## src/rtl/ldtu_out_pkg.sv

```systemverilog
// ---------------------------------------------------------------------------
// ldtu_out_pkg
// Shared definitions for the LDTU output stage: FSM state encoding and the
// fixed idle / sync patterns driven onto the output lanes. The patterns are
// 32 bits wide here; users resize them to NBITS with a size cast.
// ---------------------------------------------------------------------------
package ldtu_out_pkg;

   typedef enum logic [1:0] {
      RUN  = 2'd0,
      SYNC = 2'd1,
      TEST = 2'd2
   } ldtu_state_e;

   localparam logic [31:0] IDLE_WORD = 32'hEAAA_AAAA;
   localparam logic [31:0] SYNC_WORD = 32'h5A5A_5A5A;

endpackage

```

## src/rtl/ldtu_sync_fifo.sv

```systemverilog
// ---------------------------------------------------------------------------
// ldtu_sync_fifo
// Single-clock FIFO with first-word-fall-through read data. Pointers carry
// one extra MSB so that full and empty can be told apart.
// Ports:
//   clk_i, rst_ni       clock, asynchronous active-low reset
//   clr_i               synchronous clear of both pointers (push/pop ignored)
//   push_i, data_i      write request and data
//   pop_i               read request; data_o is the current head word
//   full_o, empty_o     occupancy flags
//   level_o             number of stored words (0..DEPTH)
// ---------------------------------------------------------------------------
module ldtu_sync_fifo #(
   parameter int NBITS = 32,
   parameter int DEPTH = 16
) (
   input  logic                     clk_i,
   input  logic                     rst_ni,
   input  logic                     clr_i,
   input  logic                     push_i,
   input  logic [NBITS-1:0]         data_i,
   input  logic                     pop_i,
   output logic [NBITS-1:0]         data_o,
   output logic                     full_o,
   output logic                     empty_o,
   output logic [$clog2(DEPTH):0]   level_o
);

   localparam int AW = $clog2(DEPTH);

   logic [AW:0]      wr_q, wr_d;
   logic [AW:0]      rd_q, rd_d;
   logic [NBITS-1:0] mem_q [DEPTH];
   logic             push_ok;
   logic             pop_ok;

   assign empty_o = (wr_q == rd_q);
   assign full_o  = (wr_q[AW] != rd_q[AW]) && (wr_q[AW-1:0] == rd_q[AW-1:0]);
   assign level_o = wr_q - rd_q;
   assign data_o  = mem_q[rd_q[AW-1:0]];

   // A push into a full FIFO still goes through when the head leaves in the
   // same cycle, since the slot being written is freed at the same edge.
   assign pop_ok  = pop_i & ~empty_o & ~clr_i;
   assign push_ok = push_i & (~full_o | pop_ok) & ~clr_i;

   always_comb begin
      wr_d = wr_q;
      rd_d = rd_q;
      if (clr_i) begin
         wr_d = '0;
         rd_d = '0;
      end else begin
         if (push_ok) wr_d = wr_q + 1'b1;
         if (pop_ok)  rd_d = rd_q + 1'b1;
      end
   end

   always_ff @(posedge clk_i or negedge rst_ni) begin
      if (!rst_ni) begin
         wr_q <= '0;
         rd_q <= '0;
      end else begin
         wr_q <= wr_d;
         rd_q <= rd_d;
      end
   end

   // Storage needs no reset: a word is only read after it has been written.
   always_ff @(posedge clk_i) begin
      if (push_ok) mem_q[wr_q[AW-1:0]] <= data_i;
   end

endmodule

```

## src/rtl/ldtu_out_stage.sv

```systemverilog
// ---------------------------------------------------------------------------
// ldtu_out_stage
// Output stage of the LDTU: words from the control unit are queued in a FIFO
// and distributed round-robin over NLANES registered output lanes. A rising
// handshake replaces the lanes with a sync pattern for HS_CYCLES cycles, and
// test_mode passes the ATU test patterns straight to the lanes.
// Ports:
//   CLK, RST_N      clock, asynchronous active-low reset
//   write_signal    push data_in into the FIFO this cycle
//   data_in         encoded word (NBITS)
//   test_mode       level, selects ATU patterns (TEST state)
//   data_atu        ATU patterns, lane i at [i*NBITS +: NBITS]
//   handshake       level, rising edge requests a sync burst
//   data_out        registered lanes, same packing as data_atu
//   full            FIFO holds DEPTH words
//   losing_data     one-cycle pulse after a dropped write
//   fifo_level      FIFO occupancy
//   lost_count      dropped-write counter, saturates at 255
// ---------------------------------------------------------------------------
module ldtu_out_stage
   import ldtu_out_pkg::*;
#(
   parameter int NBITS     = 32,
   parameter int NLANES    = 4,
   parameter int DEPTH     = 16,
   parameter int HS_CYCLES = 8
) (
   input  logic                      CLK,
   input  logic                      RST_N,
   input  logic                      write_signal,
   input  logic [NBITS-1:0]          data_in,
   input  logic                      test_mode,
   input  logic [NLANES*NBITS-1:0]   data_atu,
   input  logic                      handshake,
   output logic [NLANES*NBITS-1:0]   data_out,
   output logic                      full,
   output logic                      losing_data,
   output logic [$clog2(DEPTH):0]    fifo_level,
   output logic [7:0]                lost_count
);

   localparam int LW = (NLANES > 1) ? $clog2(NLANES) : 1;
   localparam int CW = (HS_CYCLES > 1) ? $clog2(HS_CYCLES) : 1;

   localparam logic [NBITS-1:0] IDLE_W = NBITS'(IDLE_WORD);
   localparam logic [NBITS-1:0] SYNC_W = NBITS'(SYNC_WORD);

   typedef logic [NLANES-1:0][NBITS-1:0] lanes_t;

   ldtu_state_e   state_q, state_d;
   logic [LW-1:0] lane_q, lane_d;
   logic [CW-1:0] cnt_q, cnt_d;
   lanes_t        dout_q, dout_d;
   lanes_t        atu;
   logic          hs_q;
   logic          hs_rise;
   logic          losing_q;
   logic [7:0]    lost_q;

   logic             fifo_push;
   logic             fifo_pop;
   logic             fifo_clr;
   logic             fifo_full;
   logic             fifo_empty;
   logic [NBITS-1:0] fifo_rdata;
   logic             drop;

   assign atu     = data_atu;
   assign hs_rise = handshake & ~hs_q;

   // TEST keeps the FIFO flushed; pushes there are ignored outright and do
   // not count as drops.
   assign fifo_clr  = (state_q == TEST);
   assign fifo_push = write_signal & ~fifo_clr;
   assign fifo_pop  = (state_q == RUN) & ~fifo_empty;
   assign drop      = fifo_push & fifo_full & ~fifo_pop;

   ldtu_sync_fifo #(
      .NBITS (NBITS),
      .DEPTH (DEPTH)
   ) u_fifo (
      .clk_i   (CLK),
      .rst_ni  (RST_N),
      .clr_i   (fifo_clr),
      .push_i  (fifo_push),
      .data_i  (data_in),
      .pop_i   (fifo_pop),
      .data_o  (fifo_rdata),
      .full_o  (fifo_full),
      .empty_o (fifo_empty),
      .level_o (fifo_level)
   );

   always_comb begin
      state_d = state_q;
      lane_d  = lane_q;
      cnt_d   = cnt_q;
      dout_d  = dout_q;
      unique case (state_q)
         RUN: begin
            dout_d[lane_q] = fifo_pop ? fifo_rdata : IDLE_W;
            lane_d = (lane_q == LW'(NLANES - 1)) ? '0 : lane_q + 1'b1;
            if (hs_rise) begin
               state_d = SYNC;
               cnt_d   = CW'(HS_CYCLES - 1);
            end
         end
         SYNC: begin
            // cnt_q counts down the remaining sync cycles; a new handshake
            // edge reloads it so the burst restarts from full length.
            dout_d = {NLANES{SYNC_W}};
            lane_d = '0;
            if (hs_rise)
               cnt_d = CW'(HS_CYCLES - 1);
            else if (cnt_q == '0)
               state_d = RUN;
            else
               cnt_d = cnt_q - 1'b1;
         end
         TEST: begin
            dout_d  = atu;
            lane_d  = '0;
            state_d = RUN;
         end
         default: begin
            state_d = RUN;
            lane_d  = '0;
         end
      endcase
      // test_mode overrides everything, including a pending handshake.
      if (test_mode) state_d = TEST;
   end

   always_ff @(posedge CLK or negedge RST_N) begin
      if (!RST_N) begin
         state_q  <= RUN;
         lane_q   <= '0;
         cnt_q    <= '0;
         dout_q   <= {NLANES{IDLE_W}};
         hs_q     <= 1'b0;
         losing_q <= 1'b0;
         lost_q   <= '0;
      end else begin
         state_q  <= state_d;
         lane_q   <= lane_d;
         cnt_q    <= cnt_d;
         dout_q   <= dout_d;
         hs_q     <= handshake;
         losing_q <= drop;
         if (drop && (lost_q != 8'hFF)) lost_q <= lost_q + 8'd1;
      end
   end

   assign data_out    = dout_q;
   assign full        = fifo_full;
   assign losing_data = losing_q;
   assign lost_count  = lost_q;

endmodule

```

## config.mk

```make
export PLATFORM = sky130hd
export DESIGN_NAME = ldtu_out_stage
export DESIGN_NICKNAME = d
export VERILOG_FILES = /design/src/rtl/ldtu_out_pkg.sv /design/src/rtl/ldtu_sync_fifo.sv /design/src/rtl/ldtu_out_stage.sv
export SDC_FILE = /design/constraint.sdc
export NUM_CORES = 1
export LEC_CHECK = 0
export ABC_AREA = 1
export CAP_MARGIN = 10
export CORE_ASPECT_RATIO = 0.9
export CORE_MARGIN = 2
export CORE_UTILIZATION = 45
export DETAILED_ROUTE_END_ITERATION = 6
export PLACE_DENSITY = 0.71
export SYNTH_ARGS = -nofsm -noshare
export SYNTH_HDL_FRONTEND = slang
export SYNTH_HIERARCHICAL = 1
export SYNTH_SLANG_ARGS = --single-unit
```

## constraint.sdc

```tcl
create_clock -name CLK -period 5.2 [get_ports CLK]
set_input_delay 1.04 -clock CLK [delete_from_list [all_inputs] [get_ports CLK]]
set_output_delay 1.04 -clock CLK [all_outputs]
set_load 0.02 [all_outputs]
```

==> summary.md, run 1 <==
| Metric | Value |
|---|---|
| Final WL | 86.2 mm |
| Detailed Place HPWL | 52.9 mm |
| Most frequent cells in the layout | 1158 x nand2_1, 512 x edfxtp_1, 322 x nor2_1 |
| Final Instance Area | 35300 µm² |
| Area post-placement | 33100 µm² |
| Gr ovfl total | 0 |
| Fin nets | 3436 |
| Vias | 22200 |
| Worst skew pair latency | 620 ps |
| Vias per inst | 5.34 |
| Syn Inst Count | 2982 |
| Most common cell after layout, fill and taps aside | nand2_1 |
| Cell variety after synth | 33 |
| Drc violations | 0 |
| Pins Over Slew Limit | 0 |
| Detailed Routing Iterations Pass 1 | 6 |
| Grt met1 use | 0.344 |
| Ys Warns | 6 |
| Final setup vio count | 0 |
| Fin util | 0.550 |
| Root Driver | clkbuf_16 |
| Initial antenna violation count | 7 |
| Design Power | 0.0143 W |
| Main area contributors after synthesis | edfxtp_1 53%, nand2_1 15%, dfrtp_1 7.4% |
| Met2 usage in global routing | 0.392 |
| Hold Path Class | in -> async |
| Clk pin slew, worst setup/hold paths | 60 ps |
| Vias in the first global route | 21100 |
| DIE HEIGHT | 246 µm |
| Critical path type | reg -> out |
| Worst R2R Setup Slack | 1400 ps |
| Initial core utilization | 0.456 |
| Resize count post-CTS | 0 |
| Synth top area share | 0.526 |
| Antenna Nets Post-Route | 0 |
| Register-to-Register Path Depth | 12 |
| CTS max path bufs | 3 |
| Status | completed |
| LEAKAGE | 14.0 nW |
| Syn_nets | 3170 |
| Mapped cell area | 29200 µm² |
| RSZ-0062 raised after global routing | no |
| Share of cells above drive strength 1 | 0.0813 |
| Met3 Track Usage GR | 0.0622 |
| Final hold viol count | 0 |
| Initial drt markers | 2292 |
| Slew headroom | 0.303 |
| Core region area | 64200 µm² |
| R2R Path End | u_fifo/mem_q[14][7] |
| Critical-path maximum fanout | 37 |
| Final WS setup | 1120 ps |
| Largest net degree at the start of global routing | 122 |
| Worst Clk Skew | 21.2 ps |
| Post-CTS setup buffers | 0 |
| Post-CTS Hold Buffers | 0 |
| Fillcell total | 5428 |
| Crit path cell chain | ha_1 > fa_1 > o21a_1 > xor2_1 > clkdlybuf4s50_1 |
| Sequential share of the synthesized area | 0.661 |
| Fmax | 245 MHz |
| Average wire per standard cell | 20.7 µm |
| H-Tree Depth | 3 |
| Max_cap viols | 0 |
| CP required | 4160 ps |
| Minimum clock period | 4080 ps |
| Worst r2r src | u_fifo/rd_q[0] |
| Die area | 67000 µm² |
| Total Routing Usage GR | 0.253 |
| CTS tree | yes |
| Worst slew pin tran | 1040 ps |
| Final Wtd Congestion | 0.880 |
| I/O Buffers | 307 |
| Final period utilization | 0.784 |
| Startpoint Class | flop |
| Ports | 308 |
| Post-synthesis register bit count | 667 |
| Place WS | 1340 ps |
| Peak-usage layer in the global routing report | met2 |
| CP max-delay cell | dfrtp_4 |
| Area delta synth->final | 20.7% |
| Largest stage delay on the critical path | 670 ps |
| Clk sink count | 667 |
| Final TNS setup | 0 ps |
| Die width | 273 µm |
| Number of buffers created by CTS | 68 |
| Endpoint class of the critical path | output port |
| Num rows | 88 |
| Mapped Avg Cell Area | 9.81 µm² |
| Peak VDD IR | 0.295 mV |
| CP arrival | 3040 ps |
| First-pass GRT wire length | 128 mm |
| Pwr Density | 405 nW/µm² |
| Yosys top cell by area | edfxtp_1 |
-- metrics by stage --
step	hold WS (ps)	cells
2_1_floorplan	453	2982
3_3_place_gp	455	4033
3_5_place_dp	456	4033
4_1_cts	370	4152
5_1_grt	386	4154
6_report	378	4156
-- cell usage after synthesis (all sizes together) --
master / number
ha: 22
edfxtp: 512
nand4: 10
fa: 1
nor2: 343
clkbuf: 57
dfrtp: 87
nand2: 1160
o211ai: 1
or2: 9
buf: 108
xor2: 5
nor3: 2
inv: 104
o21ai: 174
o21a: 1
xnor2: 5
nand3b: 1
clkinv: 2
a21oi: 130
dfstp: 68
nand3: 180
-- how the worst max path moves through the flow --
stage	startpoint	endpoint	slack, ps	cells past startpoint
global route	u_fifo/rd_q[0]	fifo_level[4]	1030	5
detailed placement	write_signal	u_fifo/mem_q[14][2]	1340	7
global placement	write_signal	u_fifo/mem_q[14][2]	1390	7
finish	u_fifo/rd_q[0]	fifo_level[4]	1120	5
CTS	u_fifo/rd_q[0]	fifo_level[4]	1090	5
floorplan	u_fifo/rd_q[2]	u_fifo/mem_q[10][0]	910	15
-- critical path: cells and delay by family (launching register included) --
kind                     cells  cell delay [ps]
flip-flops                   1              670
buffers and inverters        1              670
adder cells (fa/ha/maj)      2              710
XOR/XNOR                     1              140
AO/OA/AOI/OAI                1              220
-- layer usage --
layer  share of wire  vias to the layer above  wire length (µm)
li1                -                    10400                 -
met1            0.41                    10600             35400
met2            0.46                     1011             39800
met3           0.090                      191              7800
met4           0.036                        8              3140
met5         0.00064                        -                55
-- where the power goes --
group / switching (W) / internal [W] / total, W
combinational: 0.00187 / 0.00112 / 0.00299
sequential: 0.000230 / 0.00628 / 0.00651
clock: 0.00207 / 0.00274 / 0.00481
total: 0.00417 / 0.0101 / 0.0143
-- final cells by class --
class	count	area, µm²	share of cell area
Clock inverter	34	369	0.0105
Antenna cell	4	10.0	0.000284
Timing Repair Buffer	361	3520	0.0996
Tap cell	855	1070	0.0303
Multi-Input combinational cell	2044	8780	0.249
Sequential cell	667	19300	0.548
Clock buffer	85	1800	0.0511
Inverter	106	405	0.0115
-- cell families after synthesis --
kind of cell | Yosys count | synth area share
flip-flops | 667 | 0.661
AND/OR/NAND/NOR | 1705 | 0.229
buffers and inverters | 271 | 0.0430
adder cells (fa/ha/maj) | 23 | 0.0101
XOR/XNOR | 10 | 0.00299
AO/OA/AOI/OAI | 306 | 0.0532
(Power assumes the default switching activity.)
==> inputs of run 2 (changes only) <==
==> constraint.sdc (replaced) <==
create_clock -name CLK -period 3.9 [get_ports CLK]
set_input_delay 0.78 -clock CLK [delete_from_list [all_inputs] [get_ports CLK]]
set_output_delay 0.78 -clock CLK [all_outputs]
set_load 0.02 [all_outputs]
==> summary.md, run 2 (synthesis gave the netlist of run 1 again) <==
| Metric | Value |
|---|---|
| Area delta synth->final | 22.0% |
| Post-CTS setup buffers | 0 |
| Worst Clk Skew | 22.9 ps |
| Met3 wire length | 7.74 mm |
| Pwr Density | 541 nW/µm² |
| Endpoint class of the critical path | output port |
| Final setup vio count | 0 |
| Fillcell total | 5417 |
| Fmax | 273 MHz |
| RSZ-0062 raised after global routing | no |
| Vias in the first global route | 20800 |
| Initial drt markers | 2717 |
| Worst slew pin tran | 1060 ps |
| Root Driver | clkbuf_16 |
| Top Metal Used | met5 |
| Minimum clock period | 3660 ps |
| Total Routing Usage GR | 0.251 |
| Hold Path Class | in -> async |
| Antenna Nets Post-Route | 0 |
| CP bufs+invs | 2 |
| Num rows | 88 |
| Critical-path maximum fanout | 6 |
| Gr ovfl total | 0 |
| I/O Buffers | 307 |
| Detailed Place HPWL | 52.0 mm |
| Startpoint Class | flop |
| Met1 wire length | 35.2 mm |
| Max_cap viols | 0 |
| Largest net degree at the start of global routing | 164 |
| CTS max path bufs | 3 |
| Post-CTS Hold Buffers | 0 |
| Worst skew pair latency | 620 ps |
| Critical path type | reg -> out |
| Most common cell after layout, fill and taps aside | nand2_1 |
| Top delay family on crit path | buffers and inverters |
| Area post-placement | 33400 µm² |
| Final WL | 85.3 mm |
| Crit path cell chain | inv_1 > ha_1 > fa_1 > o21a_1 > xor2_1 > clkdlybuf4s50_1 |
| Drc violations | 0 |
| Most frequent cells in the layout | 1158 x nand2_1, 512 x edfxtp_1, 322 x nor2_1 |
| Peak VDD IR | 0.461 mV |
| Number of buffers created by CTS | 68 |
| Largest stage delay on the critical path | 690 ps |
| LEAKAGE | 14.2 nW |
| Clk pin slew, worst setup/hold paths | 60 ps |
| Initial antenna violation count | 8 |
| Status | completed |
| Slew headroom | 0.292 |
| Final std cells w/o fill | 4180 |
| Detailed Routing Iterations Pass 1 | 5 |
| H-Tree Depth | 3 |
| Fin nets | 3455 |
| First-pass GRT wire length | 127 mm |
| Inst Count DP | 4052 |
| Die width | 273 µm |
| CP max-delay cell | clkdlybuf4s50_1 |
| Final Instance Area | 35700 µm² |
| Share of cells above drive strength 1 | 0.0864 |
| CP arrival | 2880 ps |
| Vias | 22200 |
| Die area | 67000 µm² |
| Fin util | 0.556 |
| Ports | 308 |
| Core region area | 64200 µm² |
| Initial core utilization | 0.456 |
| Pins Over Slew Limit | 0 |
| DIE HEIGHT | 246 µm |
| Clk sink count | 667 |
| CP required | 3120 ps |
| Final hold viol count | 0 |
| Final period utilization | 0.939 |
| CTS tree | yes |
| Final Wtd Congestion | 0.899 |
| Resize count post-CTS | 0 |
| Routed wl met2 | 38.9 mm |
| Vias per inst | 5.32 |
| Average wire per standard cell | 20.4 µm |
## run 2: cell types whose count changed in the layout (fill, tap and decap cells not counted), sizes merged
| cell | previous run | this run |
|---|---|---|
| buf | 55 | 74 |
| clkinvlp | 3 | 1 |
| inv | 105 | 106 |
| clkinv | 27 | 25 |
| bufinv | 5 | 8 |
| clkbuf | 85 | 90 |
## run 2: path summary, 6_finish.rpt
kind | startpoint | end | slack [ps] | cells past startpoint
worst max-delay path | u_fifo/wr_q[0] | fifo_level[4] | 240 | 6
worst min-delay path | RST_N | asynchronous set/reset pin | 200 | 1
worst max register to register | u_fifo/wr_q[2] | u_fifo/mem_q[3][27] | 410 | 11
worst min register to register | flop | flop | 470 | 2
max in group asynchronous | RST_N | asynchronous set/reset pin | 2750 | 2
min in group CLK | flop | flop | 470 | 2
## run 2: stage by stage
step	total power, W	worst slack [ps]	hold slack, ps	TNS [ps]
finish	0.0193	238	204	0
global route	0.0200	55.3	255	0
CTS	0.0194	225	261	0
detailed placement	0.0128	475	456	0
global placement	0.0127	501	456	0
floorplan	0.0109	-392	453	-167770
## run 2: area by class of cell
class,count,area [µm²],area share
flip-flops and latches,667,19300,0.542
multi-input cells,2044,8780,0.246
repair buffers,380,3820,0.107
clock buffers,90,1860,0.0521
well taps,855,1070,0.0300
inverters,106,405,0.0114
clock inverters,34,387,0.0108
diodes,4,10.0,0.000281
## run 2: where the power goes
group | total (W) | leakage [nW] | internal [W] | switching, W
combinational | 0.00402 | 6.65 | 0.00153 | 0.00249
clock | 0.00663 | 1.10 | 0.00390 | 0.00273
sequential | 0.00866 | 6.44 | 0.00837 | 0.000285
## run 2: per-layer routing
layer / GRT usage / vias to the layer above
met3: 0.0612 / 208
li1: - / 10400
met1: 0.351 / 10700
met5: 0 / -
met4: 0.103 / 8
met2: 0.375 / 965
## run 2: worst register-to-register path, stage by stage, from the launching register on
cell,delay [ps]
dfrtp_1,500
ha_1,410
nand2_1,140
nor2_1,80
nand2_1,110
inv_1,70
nor2_1,140
inv_1,70
o211ai_2,300
nand3_2,500
nor2_4,590
buf_12,260
==> inputs of run 3 (changes only) <==
--- a/config.mk
+++ b/config.mk
@@ -6,7 +6,7 @@
 export NUM_CORES = 1
 export LEC_CHECK = 0
 export ABC_AREA = 1
-export CAP_MARGIN = 10
+export CAP_MARGIN = 20
 export CORE_ASPECT_RATIO = 0.9
 export CORE_MARGIN = 2
 export CORE_UTILIZATION = 45
==> results of run 3 <==
No change in the layout: final DEF, timing and power equal those of run 2.
